**src/rtl/pong_match_ctrl_if.sv**
```systemverilog
// rtl/pong_match_ctrl_if.sv - Match controller signal bundle
//
// Groups the keyboard, ball-miss and match-status signals of pong_match_ctrl.
// Ports:
//   keycode     8  current keyboard keycode, 0 = no key
//   miss_left   1  ball passed left paddle (point to player 2)
//   miss_right  1  ball passed right paddle (point to player 1)
//   round_reset 1  one-frame strobe at the start of every serve
//   play_en     1  ball motion enable
//   serve_dir   1  0 = serve left, 1 = serve right
//   score1      4  left player score
//   score2      4  right player score
//   game_over   1  high while in GAMEOVER
//   winner      2  0 = none, 1 = player 1, 2 = player 2
//   state       3  current state encoding
// Modports: slave = the controller, master = the surrounding datapath.
interface pong_match_ctrl_if;
    logic [7:0] keycode;
    logic       miss_left;
    logic       miss_right;
    logic       round_reset;
    logic       play_en;
    logic       serve_dir;
    logic [3:0] score1;
    logic [3:0] score2;
    logic       game_over;
    logic [1:0] winner;
    logic [2:0] state;

    modport slave (
        input  keycode, miss_left, miss_right,
        output round_reset, play_en, serve_dir, score1, score2,
               game_over, winner, state
    );

    modport master (
        output keycode, miss_left, miss_right,
        input  round_reset, play_en, serve_dir, score1, score2,
               game_over, winner, state
    );
endinterface

```
**src/rtl/pong_match_ctrl.sv**
```systemverilog
// rtl/pong_match_ctrl.sv - Pong match sequencer and score keeper
//
// Steps once per video frame through ATTRACT, SERVE, PLAY, POINT and
// GAMEOVER, keeps both scores, and drives round_reset / play_en / serve_dir
// for the paddle and ball blocks.
// Ports:
//   frame_clk  in   frame clock, rising edge
//   Reset      in   asynchronous active-high reset
//   bus        slave modport of pong_match_ctrl_if (keys, misses, status)
// Optional feature macro: PONG_PAUSE_EN adds the PAUSE state (encoding 5),
// toggled by a KEY_PAUSE edge while in PLAY.
module pong_match_ctrl #(
    parameter int         WIN_SCORE   = 7,
    parameter int         SERVE_DELAY = 60,
    parameter int         POINT_HOLD  = 90,
    parameter logic [7:0] KEY_START   = 8'h2C,
    parameter logic [7:0] KEY_PAUSE   = 8'h13
) (
    input  logic               frame_clk,
    input  logic               Reset,
    pong_match_ctrl_if.slave   bus
);

    localparam logic [2:0] ST_ATTRACT  = 3'd0;
    localparam logic [2:0] ST_SERVE    = 3'd1;
    localparam logic [2:0] ST_PLAY     = 3'd2;
    localparam logic [2:0] ST_POINT    = 3'd3;
    localparam logic [2:0] ST_GAMEOVER = 3'd4;
`ifdef PONG_PAUSE_EN
    localparam logic [2:0] ST_PAUSE    = 3'd5;
`endif

    localparam int         CNT_MAX    = (SERVE_DELAY > POINT_HOLD) ? SERVE_DELAY : POINT_HOLD;
    localparam int         CW         = $clog2(CNT_MAX + 1);
    localparam logic [CW-1:0] SERVE_LAST = CW'(SERVE_DELAY - 1);
    localparam logic [CW-1:0] POINT_LAST = CW'(POINT_HOLD - 1);
    localparam logic [3:0] WIN        = 4'(WIN_SCORE);

    logic [2:0]    r_state;
    logic [CW-1:0] r_cnt;
    logic [7:0]    r_prev_key;
    logic [3:0]    r_score1;
    logic [3:0]    r_score2;
    logic          r_serve_dir;
    logic [1:0]    r_winner;
    logic          r_round_reset;
    logic          r_play_en;

    logic [2:0]    w_next_state;
    logic          w_start_pulse;
    logic          w_any_miss;
    logic          w_win_reached;

    assign w_start_pulse = (bus.keycode == KEY_START) && (r_prev_key != KEY_START);
    assign w_any_miss    = bus.miss_left | bus.miss_right;
    assign w_win_reached = (r_score1 >= WIN) || (r_score2 >= WIN);

`ifdef PONG_PAUSE_EN
    logic w_pause_pulse;
    assign w_pause_pulse = (bus.keycode == KEY_PAUSE) && (r_prev_key != KEY_PAUSE);
`endif

    always_comb begin
        w_next_state = r_state;
        case (r_state)
            ST_ATTRACT:  if (w_start_pulse) w_next_state = ST_SERVE;
            ST_SERVE:    if (r_cnt == SERVE_LAST) w_next_state = ST_PLAY;
            ST_PLAY: begin
                // A miss in the same frame as a pause key wins: the point stands.
                if (w_any_miss) w_next_state = ST_POINT;
`ifdef PONG_PAUSE_EN
                else if (w_pause_pulse) w_next_state = ST_PAUSE;
`endif
            end
            ST_POINT:    if (r_cnt == POINT_LAST)
                             w_next_state = w_win_reached ? ST_GAMEOVER : ST_SERVE;
            ST_GAMEOVER: if (w_start_pulse) w_next_state = ST_SERVE;
`ifdef PONG_PAUSE_EN
            ST_PAUSE:    if (w_pause_pulse) w_next_state = ST_PLAY;
`endif
            default:     w_next_state = ST_ATTRACT;
        endcase
    end

    always_ff @(posedge frame_clk or posedge Reset) begin
        if (Reset) begin
            r_state       <= ST_ATTRACT;
            r_cnt         <= '0;
            r_prev_key    <= 8'h00;
            r_score1      <= 4'd0;
            r_score2      <= 4'd0;
            r_serve_dir   <= 1'b1;
            r_winner      <= 2'd0;
            r_round_reset <= 1'b0;
            r_play_en     <= 1'b0;
        end else begin
            r_prev_key <= bus.keycode;
            r_state    <= w_next_state;

            // Only the timed states count; the counter restarts on any state change.
            if (w_next_state != r_state)
                r_cnt <= '0;
            else if (r_state == ST_SERVE || r_state == ST_POINT)
                r_cnt <= r_cnt + 1'b1;

            // Registered from next state so the strobe and enable line up
            // exactly with the state register, without a frame of lag.
            // PAUSE->PLAY is not a SERVE entry, so it never strobes.
            r_round_reset <= (w_next_state == ST_SERVE) && (r_state != ST_SERVE);
            r_play_en     <= (w_next_state == ST_PLAY);

            // A double miss is a replay: it still leaves PLAY but scores nothing.
            if (r_state == ST_PLAY && (bus.miss_left ^ bus.miss_right)) begin
                if (bus.miss_right) begin
                    if (r_score1 != 4'd15) r_score1 <= r_score1 + 4'd1;
                    r_serve_dir <= 1'b1;
                end else begin
                    if (r_score2 != 4'd15) r_score2 <= r_score2 + 4'd1;
                    r_serve_dir <= 1'b0;
                end
            end

            if (r_state == ST_POINT && w_next_state == ST_GAMEOVER)
                r_winner <= (r_score1 >= WIN) ? 2'd1 : 2'd2;

            if (r_state == ST_GAMEOVER && w_start_pulse) begin
                r_score1 <= 4'd0;
                r_score2 <= 4'd0;
                r_winner <= 2'd0;
            end
        end
    end

    assign bus.state       = r_state;
    assign bus.round_reset = r_round_reset;
    assign bus.play_en     = r_play_en;
    assign bus.serve_dir   = r_serve_dir;
    assign bus.score1      = r_score1;
    assign bus.score2      = r_score2;
    assign bus.winner      = r_winner;
    assign bus.game_over   = (r_state == ST_GAMEOVER);

endmodule

```
**src/flat_wrapper.sv**
```systemverilog
// flat-port wrapper written by rule: the top's interface ports become plain ports
module pong_match_ctrl_flat 
#(
    parameter int         WIN_SCORE   = 7,
    parameter int         SERVE_DELAY = 60,
    parameter int         POINT_HOLD  = 90,
    parameter logic [7:0] KEY_START   = 8'h2C,
    parameter logic [7:0] KEY_PAUSE   = 8'h13
)
  (frame_clk, Reset, bus_keycode, bus_miss_left, bus_miss_right, bus_round_reset, bus_play_en, bus_serve_dir, bus_score1, bus_score2, bus_game_over, bus_winner, bus_state);
  pong_match_ctrl_if bus_i ();
  input  logic frame_clk;
  input  logic Reset;
  input wire logic [$bits(bus_i.keycode)-1:0] bus_keycode;
  input wire logic [$bits(bus_i.miss_left)-1:0] bus_miss_left;
  input wire logic [$bits(bus_i.miss_right)-1:0] bus_miss_right;
  output wire logic [$bits(bus_i.round_reset)-1:0] bus_round_reset;
  output wire logic [$bits(bus_i.play_en)-1:0] bus_play_en;
  output wire logic [$bits(bus_i.serve_dir)-1:0] bus_serve_dir;
  output wire logic [$bits(bus_i.score1)-1:0] bus_score1;
  output wire logic [$bits(bus_i.score2)-1:0] bus_score2;
  output wire logic [$bits(bus_i.game_over)-1:0] bus_game_over;
  output wire logic [$bits(bus_i.winner)-1:0] bus_winner;
  output wire logic [$bits(bus_i.state)-1:0] bus_state;
  assign bus_i.keycode = bus_keycode;
  assign bus_i.miss_left = bus_miss_left;
  assign bus_i.miss_right = bus_miss_right;
  assign bus_round_reset = bus_i.round_reset;
  assign bus_play_en = bus_i.play_en;
  assign bus_serve_dir = bus_i.serve_dir;
  assign bus_score1 = bus_i.score1;
  assign bus_score2 = bus_i.score2;
  assign bus_game_over = bus_i.game_over;
  assign bus_winner = bus_i.winner;
  assign bus_state = bus_i.state;
  pong_match_ctrl #(.WIN_SCORE(WIN_SCORE), .SERVE_DELAY(SERVE_DELAY), .POINT_HOLD(POINT_HOLD), .KEY_START(KEY_START), .KEY_PAUSE(KEY_PAUSE)) u_core (.frame_clk(frame_clk), .Reset(Reset), .bus(bus_i));
endmodule
```
**config.mk**
```make
export PLATFORM = sky130hd
export DESIGN_NAME = pong_match_ctrl_flat
export DESIGN_NICKNAME = d
export VERILOG_FILES = /design/src/rtl/pong_match_ctrl_if.sv /design/src/rtl/pong_match_ctrl.sv /design/src/flat_wrapper.sv
export SDC_FILE = /design/constraint.sdc
export NUM_CORES = 1
export LEC_CHECK = 0
export BUFFER_PORTS_ARGS = -buffer_cell sky130_fd_sc_hd__clkbuf_2
export CORE_ASPECT_RATIO = 1.1
export CORE_MARGIN = 2
export CORE_UTILIZATION = 59
export DETAILED_ROUTE_END_ITERATION = 10
export PLACE_DENSITY = 0.84
export SETUP_SLACK_MARGIN = 0.05
export SLEW_MARGIN = 10
export SYNTH_ARGS = -nofsm -noshare
export SYNTH_HDL_FRONTEND = slang
export SYNTH_SLANG_ARGS = --single-unit
```
**constraint.sdc**
```tcl
create_clock -name frame_clk -period 4.1 [get_ports frame_clk]
set_input_delay 0.205 -clock frame_clk [delete_from_list [all_inputs] [get_ports frame_clk]]
set_output_delay 0.205 -clock frame_clk [all_outputs]
set_load 0.02 [all_outputs]
```
=== Yosys cells after proc, flatten, opt, wreduce, memory -nomap -nowiden ===
Cells that the tools add are included.

* Word-level logic and storage cells: 69
* Register bits: 31

* Add/subtract/negate cells: 3
* Equality and inequality tests: 16
* $lt $le $gt $ge: 2
* Reduce and logical (&&, ||, !) cells: 17
* Bitwise operators: 2
* Muxes and demuxes: 20

{| class="wikitable"
|+ Operator list
! kind !! count
|-
| $mux W4 || 8
|-
| $mux W3 || 5
|-
| $mux W7 || 2
|-
| $pmux W3 S4 || 1
|-
| $reduce_bool A2 Y1 || 6
|-
| $eq A3 B2 Y1 const B || 3
|-
| $add A4 B1 Y4 const B || 2
|-
| $eq A8 B6 Y1 const B || 1
|-
| $ge A4 B3 Y1 const B || 2
|-
| $ne A4 B4 Y1 const B || 2
|-
| $ne A8 B6 Y1 const B || 1
|-
| $add A7 B1 Y7 const B || 1
|-
| $eq A7 B6 Y1 const B || 1
|-
| $eq A7 B7 Y1 const B || 1
|-
| $eq A3 B1 Y1 const B || 2
|-
| $eq A3 B3 Y1 const B || 2
|-
| $mux W2 || 3
|-
| $reduce_and A3 Y1 || 2
|-
| $logic_and A1 B1 Y1 || 5
|-
| $logic_not A3 Y1 || 1
|-
| $ne A3 B1 Y1 const B || 1
|-
| $ne A3 B3 Y1 || 1
|-
| $logic_or A1 B1 Y1 || 2
|-
| $ne A2 B1 Y1 const B || 1
|-
| 4 further kinds || 4
|}

=== Longest topological paths before layout ===
* Depth in word-level cells: 9
* Gate-level depth with buffers: 6
* Depth with buffers taken out: 6

=== Worst setup path before layout ===
No wires, ideal clock.

* Path type: reg-to-reg
* Start: register u_core.r_score1[0] (netlist: u_core.bus.score1[0])
* End: register u_core.r_cnt[0]
* Slack: 2.276 ns
* Arrival time: 1.723 ns
* Path buffers: 0
* Library setup time: 0.101 ns
* Stages on the path, launching flop included: 6
* Cells stage by stage: dfrtp_1 -> ha_1 -> a21oi_1 -> a211o_1 -> a32oi_2 -> nor4_1

* Word-level cells in the longest chain between the ends: 7

{| class="wikitable"
|+ Ends and longest elaborated chain
! element !! line !! text
|-
| start, declared || pong_match_ctrl.sv:42 || <nowiki>logic [3:0] r_score1;</nowiki>
|-
| start signal, assigned || pong_match_ctrl.sv:115 || <nowiki>if (r_score1 != 4'd15) r_score1 <= r_score1 + 4'd1;</nowiki>
|-
| $ge A4 B3 Y1 * || pong_match_ctrl.sv:56 || <nowiki>assign w_win_reached = (r_score1 >= WIN) || (r_score2 >= WIN);</nowiki>
|-
| $logic_or A1 B1 Y1 * || pong_match_ctrl.sv:56 ||
|-
| $mux W3 * || pong_match_ctrl.sv:76 || <nowiki>w_next_state = w_win_reached ? ST_GAMEOVER : ST_SERVE;</nowiki>
|-
| $mux W3 * || pong_match_ctrl.sv:75 || <nowiki>ST_POINT: if (r_cnt == POINT_LAST)</nowiki>
|-
| $pmux W3 S4 * || pong_match_ctrl.sv:65 || <nowiki>case (r_state)</nowiki>
|-
| $ne A3 B3 Y1 * || pong_match_ctrl.sv:101 || <nowiki>if (w_next_state != r_state)</nowiki>
|-
| $mux W7 or $reduce_bool A2 Y1 (tied branches) || -- ||
|-
| end signal, assigned || pong_match_ctrl.sv:104 || <nowiki>r_cnt <= r_cnt + 1'b1;</nowiki>
|-
| end, declared || pong_match_ctrl.sv:40 || <nowiki>logic [CW-1:0] r_cnt;</nowiki>
|}

Every way passes the cells marked *; elsewhere a longest branch is shown, timed or not.
A chain may end at the register's enable or synchronous reset.

=== Worst setup path in the final report ===
* Start: input port bus_keycode[7]
* End: register u_core.r_score1[2] (netlist: u_core.bus.score1[2])

* Word-level cells in the longest chain between the ends: 5

{| class="wikitable"
|+ Ends and longest elaborated chain
! element !! line !! text
|-
| start, declared || flat_wrapper.sv:14 || <nowiki>input wire logic [$bits(bus_i.keycode)-1:0] bus_keycode;</nowiki>
|-
| $eq A8 B6 Y1 * || pong_match_ctrl.sv:54 || <nowiki>assign w_start_pulse = (bus.keycode == KEY_START) && (r_prev_key != KEY_START);</nowiki>
|-
| $logic_and A1 B1 Y1 * || pong_match_ctrl.sv:54 ||
|-
| $logic_and A1 B1 Y1 * || pong_match_ctrl.sv:126 || <nowiki>if (r_state == ST_GAMEOVER && w_start_pulse) begin</nowiki>
|-
| $reduce_bool A2 Y1 (no source line) || -- ||
|-
| $reduce_and A3 Y1 (no source line) || -- ||
|}

Marked as above.

==> impl_summary.txt <==
----------------------------------------------------
[Run status]
  Run status ... finished, violations left
  Violations in the final reports ... negative hold slack

[Worst setup path]
  Arrival time worst endpoint ... 2.25 ns
  Worst EP required ... between 4 and 5 ns
  Worst-path maximum fanout ... 10
  Critical R2R Capture ... u_core.r_cnt[6]
  Critical Path Sink ... u_core.bus.score1[2]
  Reg2Reg Launch Point ... u_core.bus.score1[0]
  Critical path launch point type ... input port
  Crit path launch ... bus_keycode[7]
  FF-to-FF path depth ... 5
  Sort of element at the end of the critical path ... register
  Setup slack on the worst flop-to-flop path ... 2.04 ns
  WS Path Type ... input port to register

[STA]
  Pins Over Slew Limit ... 0
  Setup repair after global routing missed its margin ... no
  Slew at the pin closest to its max-slew limit ... approximately 1.1 ns
  Post-route minimum period ... slightly above 2 ns
  Min Hold Slack ... -0.02949 ns
  Total setup violations reported at the end of the flow ... 0
  Number of failing hold endpoints at the final stage ... 30
  Summed negative setup slack over all endpoints ... 0 ns
  Worst slew margin relative to its limit ... 0.2821
  Highest achievable clock rate ... approximately 490 MHz
  Worst setup skew after layout ... between 0.008 and 0.009 ns
  Final period utilization ... 0.5025

[Synthesis]
  Top FF cell, synth ... sky130_fd_sc_hd__dfrtp_1
  Synth Net Count ... 160
  Post-Synthesis Cell Area ... 1637 sq um
  Number of synthesized flops with an enable pin ... 0
  Synthesis Warnings ... 0
  Fraction of registers with async set or reset after synthesis ... 1.000
  Average cell area after synthesis ... around 11 sq um
  Flip-flop and latch count after synthesis ... 31
  Sequential area share after synthesis ... 0.4748
  Cell count after synthesis ... 143
  Count of unique library cells instantiated by Yosys ... 47

[GRT]
  Global Route Usage Sum ... 0.2423
  Met3 GRT Util ... 0.05303
  Largest net degree at the start of global routing ... 32
  First-pass GRT wire length ... 5478 um
  Via count of the first global-routing pass ... 1217
  Overflow left after global routing ... 0
  Grt met2 use ... 0.3924
  Number of antenna violations at the first check in global routing ... 0
  Most heavily used metal layer in global routing ... met2
  Routing usage on met1 ... 0.2983

[Clocking]
  Clock insertion delay at the later pin of the skew report ... ~0.33 ns
  Sinks on Clock Net ... 31
  TritonCTS clock tree ... done
  Maximum buffer depth of the clock tree ... 2
  Cells resized by post-CTS repair ... 0
  Clock-pin slew of the registers on the worst-case setup and hold paths ... 0.10 ns
  CTS H-Tree Depth ... 2
  TritonCTS buffer count ... 5
  Cell at the root of the clock tree ... sky130_fd_sc_hd__clkbuf_4
  Number of post-CTS setup repair buffers ... 0

[Power]
  VDD IR-drop max ... 263.5 uV
  Pwr/cell area ... 297.0 nW/um^2
  Static leakage ... 0.8704 nW
  Power Total ... 0.0005817 W

[Floorplan]
  Initial core utilization ... 0.6056
  Std-Cell Rows ... 20
  Die footprint ... 3212 sq um
  Core Footprint ... 2703 sq um
  Die X-Extent ... 54.22 um
  Die Y-Extent ... slightly below 60 um
  Count of boundary I/O pins ... 29

[Detailed routing]
  Remaining antenna violation count ... 0
  DRT iter0 DRCs ... 41
  Total wire length ... 3327 um
  First-pass iteration count of the detailed router ... 4
  Overall via count from detail_route ... 1277
  DRC violation count after routing ... 0
  Via/cell ratio ... 5.940
  Mean routed wirelength per cell ... ~15 um

[Place]
  HPWL reported at the end of detailed placement ... 2376 um
  Global placement routability congestion ... about 0.87
  PortBufs ... 28

[Run]
  Count of maximum capacitance violations ... 0

[Min path]
  Path type of the worst min-delay path ... input port to asynchronous set/reset pin

[Cells and area]
  Share of final-layout standard cells stronger than drive strength 1 ... 0.2692
  Area Overhead vs Synth ... 19.65%
  Final net count ... 198
  Number of inserted diodes ... 0

----------------------------------------------------
-- cells by family (layout without fill, tap and decap cells) --
| group | Yosys count | in the layout | share of synthesized area |
|---|---|---|---|
| and+or+nand+nor | 59 | 59 | 0.2500 |
| DFF | 31 | 31 | 0.4748 |
| AOI/OAI and AO/OA | 23 | 23 | 0.1330 |
| buffers and inverters | 12 | 51 | 0.03210 |
| xor gates and xnor gates | 10 | 10 | 0.05351 |
| adders and majority gates | 5 | 5 | 0.03823 |
| muxes | 3 | 3 | 0.01835 |
-- power by group --
part	internal, W	switching (W)	total (W)	leakage, nW
clock	0.000144	0.000103	0.000247	0.0482
combinational	0.0000116	0.0000126	0.0000242	0.437
sequential	0.000310	0.00000130	0.000311	0.386
-- synthesized netlist by cell type (all sizes together), types with 2 or more instances --
master   count  share of area
buf          4          0.014
nor4b        4          0.034
nand4bb      2          0.014
nand4        5          0.019
nand2        5          0.011
and4bb       2          0.015
dfrtp       30           0.46
a21oi        6          0.018
and3         4          0.015
nor4         8          0.034
a211oi       2         0.0092
nand3        9          0.028
inv          7          0.016
nor3b        3          0.021
ha           5          0.038
nor2        10          0.023
xnor2        4          0.021
nor3         2         0.0061
o21ai        3         0.0092
xor2         6          0.032
mux2i        3          0.018
-- cell usage in the layout, fill, tap and decap left out, drive strengths merged, types with 2 or more instances in the layout --
master / synthesis / routed
mux2i: 3 / 3
dfrtp: 30 / 30
clkinv: 0 / 2
nor4: 8 / 8
nand2: 5 / 5
ha: 5 / 5
clkbuf: 1 / 34
and4bb: 2 / 2
nor4b: 4 / 4
nor3b: 3 / 3
nand3: 9 / 9
xnor2: 4 / 4
o21ai: 3 / 3
and3: 4 / 4
xor2: 6 / 6
a21oi: 6 / 6
nand4bb: 2 / 2
nand4: 5 / 5
nor2: 10 / 10
nor3: 2 / 2
a211oi: 2 / 2
inv: 7 / 6
dlygate4sd3: 0 / 8
-- layout make-up --
cell class	instances	area [sq um]
clock buffers	6	51.30
clock inverters	2	35.03
fillers	190	744.5
well taps	33	41.29
repair buffers	36	220.2
inverters	7	26.28
multi-input cells	100	807.0
flip-flops and latches	31	777.0
-- routing by layer --
layer	part of all wire	vias to the layer above
li1	-	612
met1	0.41	619
met2	0.53	37
met3	0.052	9
met4	0.016	0
met5	0	-
-- worst max-delay path, cell delays in order --
cell and delay, ns:
sky130_fd_sc_hd__dlygate4sd3_1 0.54, sky130_fd_sc_hd__clkbuf_2 0.13, sky130_fd_sc_hd__nor4b_2 0.45, sky130_fd_sc_hd__o211ai_4 0.21, sky130_fd_sc_hd__nor4b_4 0.60, sky130_fd_sc_hd__nor3_1 0.13
-- flip-flops by register name (all words and copies together) (netlist names) --
signal                  cells
u_core.bus.score1           4
u_core.bus.serve_dir        1
u_core.bus.play_en          1
u_core.bus.winner           2
u_core.bus.round_reset      1
u_core.bus.state            3
u_core.r_cnt                7
u_core.r_prev_key           8
u_core.bus.score2           4
-- how the worst min path moves through the flow --
stage | to
floorplan | u_core.r_prev_key[0]
global placement | u_core.r_prev_key[3]
CTS | u_core.r_prev_key[7]
finish | u_core.bus.score2[0]
detailed placement | u_core.r_prev_key[2]
global route | u_core.r_prev_key[2]
-- what timing repair did --
action / in CTS / in global routing
endpoints found under the hold margin: 7 / 1
hold buffers: 7 / 1
endpoints found under the setup margin: 0 / 0
-- stage by stage --
| stage | setup WS, ns | util | cells | hold WS [ns] | cell area, sq um |
|---|---|---|---|---|---|
| floorplan | 2.276 | - | 143 | 0.2364 | 1637 |
| global placement | 2.189 | 0.6630 | 199 | 0.3233 | 1792 |
| detailed placement | 2.090 | 0.6630 | 199 | 0.3273 | 1792 |
| CTS | 2.064 | 0.7208 | 214 | 0.0002471 | 1948 |
| global route | 1.844 | 0.7245 | 215 | 0.01733 | 1958 |
| finish | 2.040 | 0.7245 | 215 | -0.02949 | 1958 |
(Power assumes the default switching activity.)
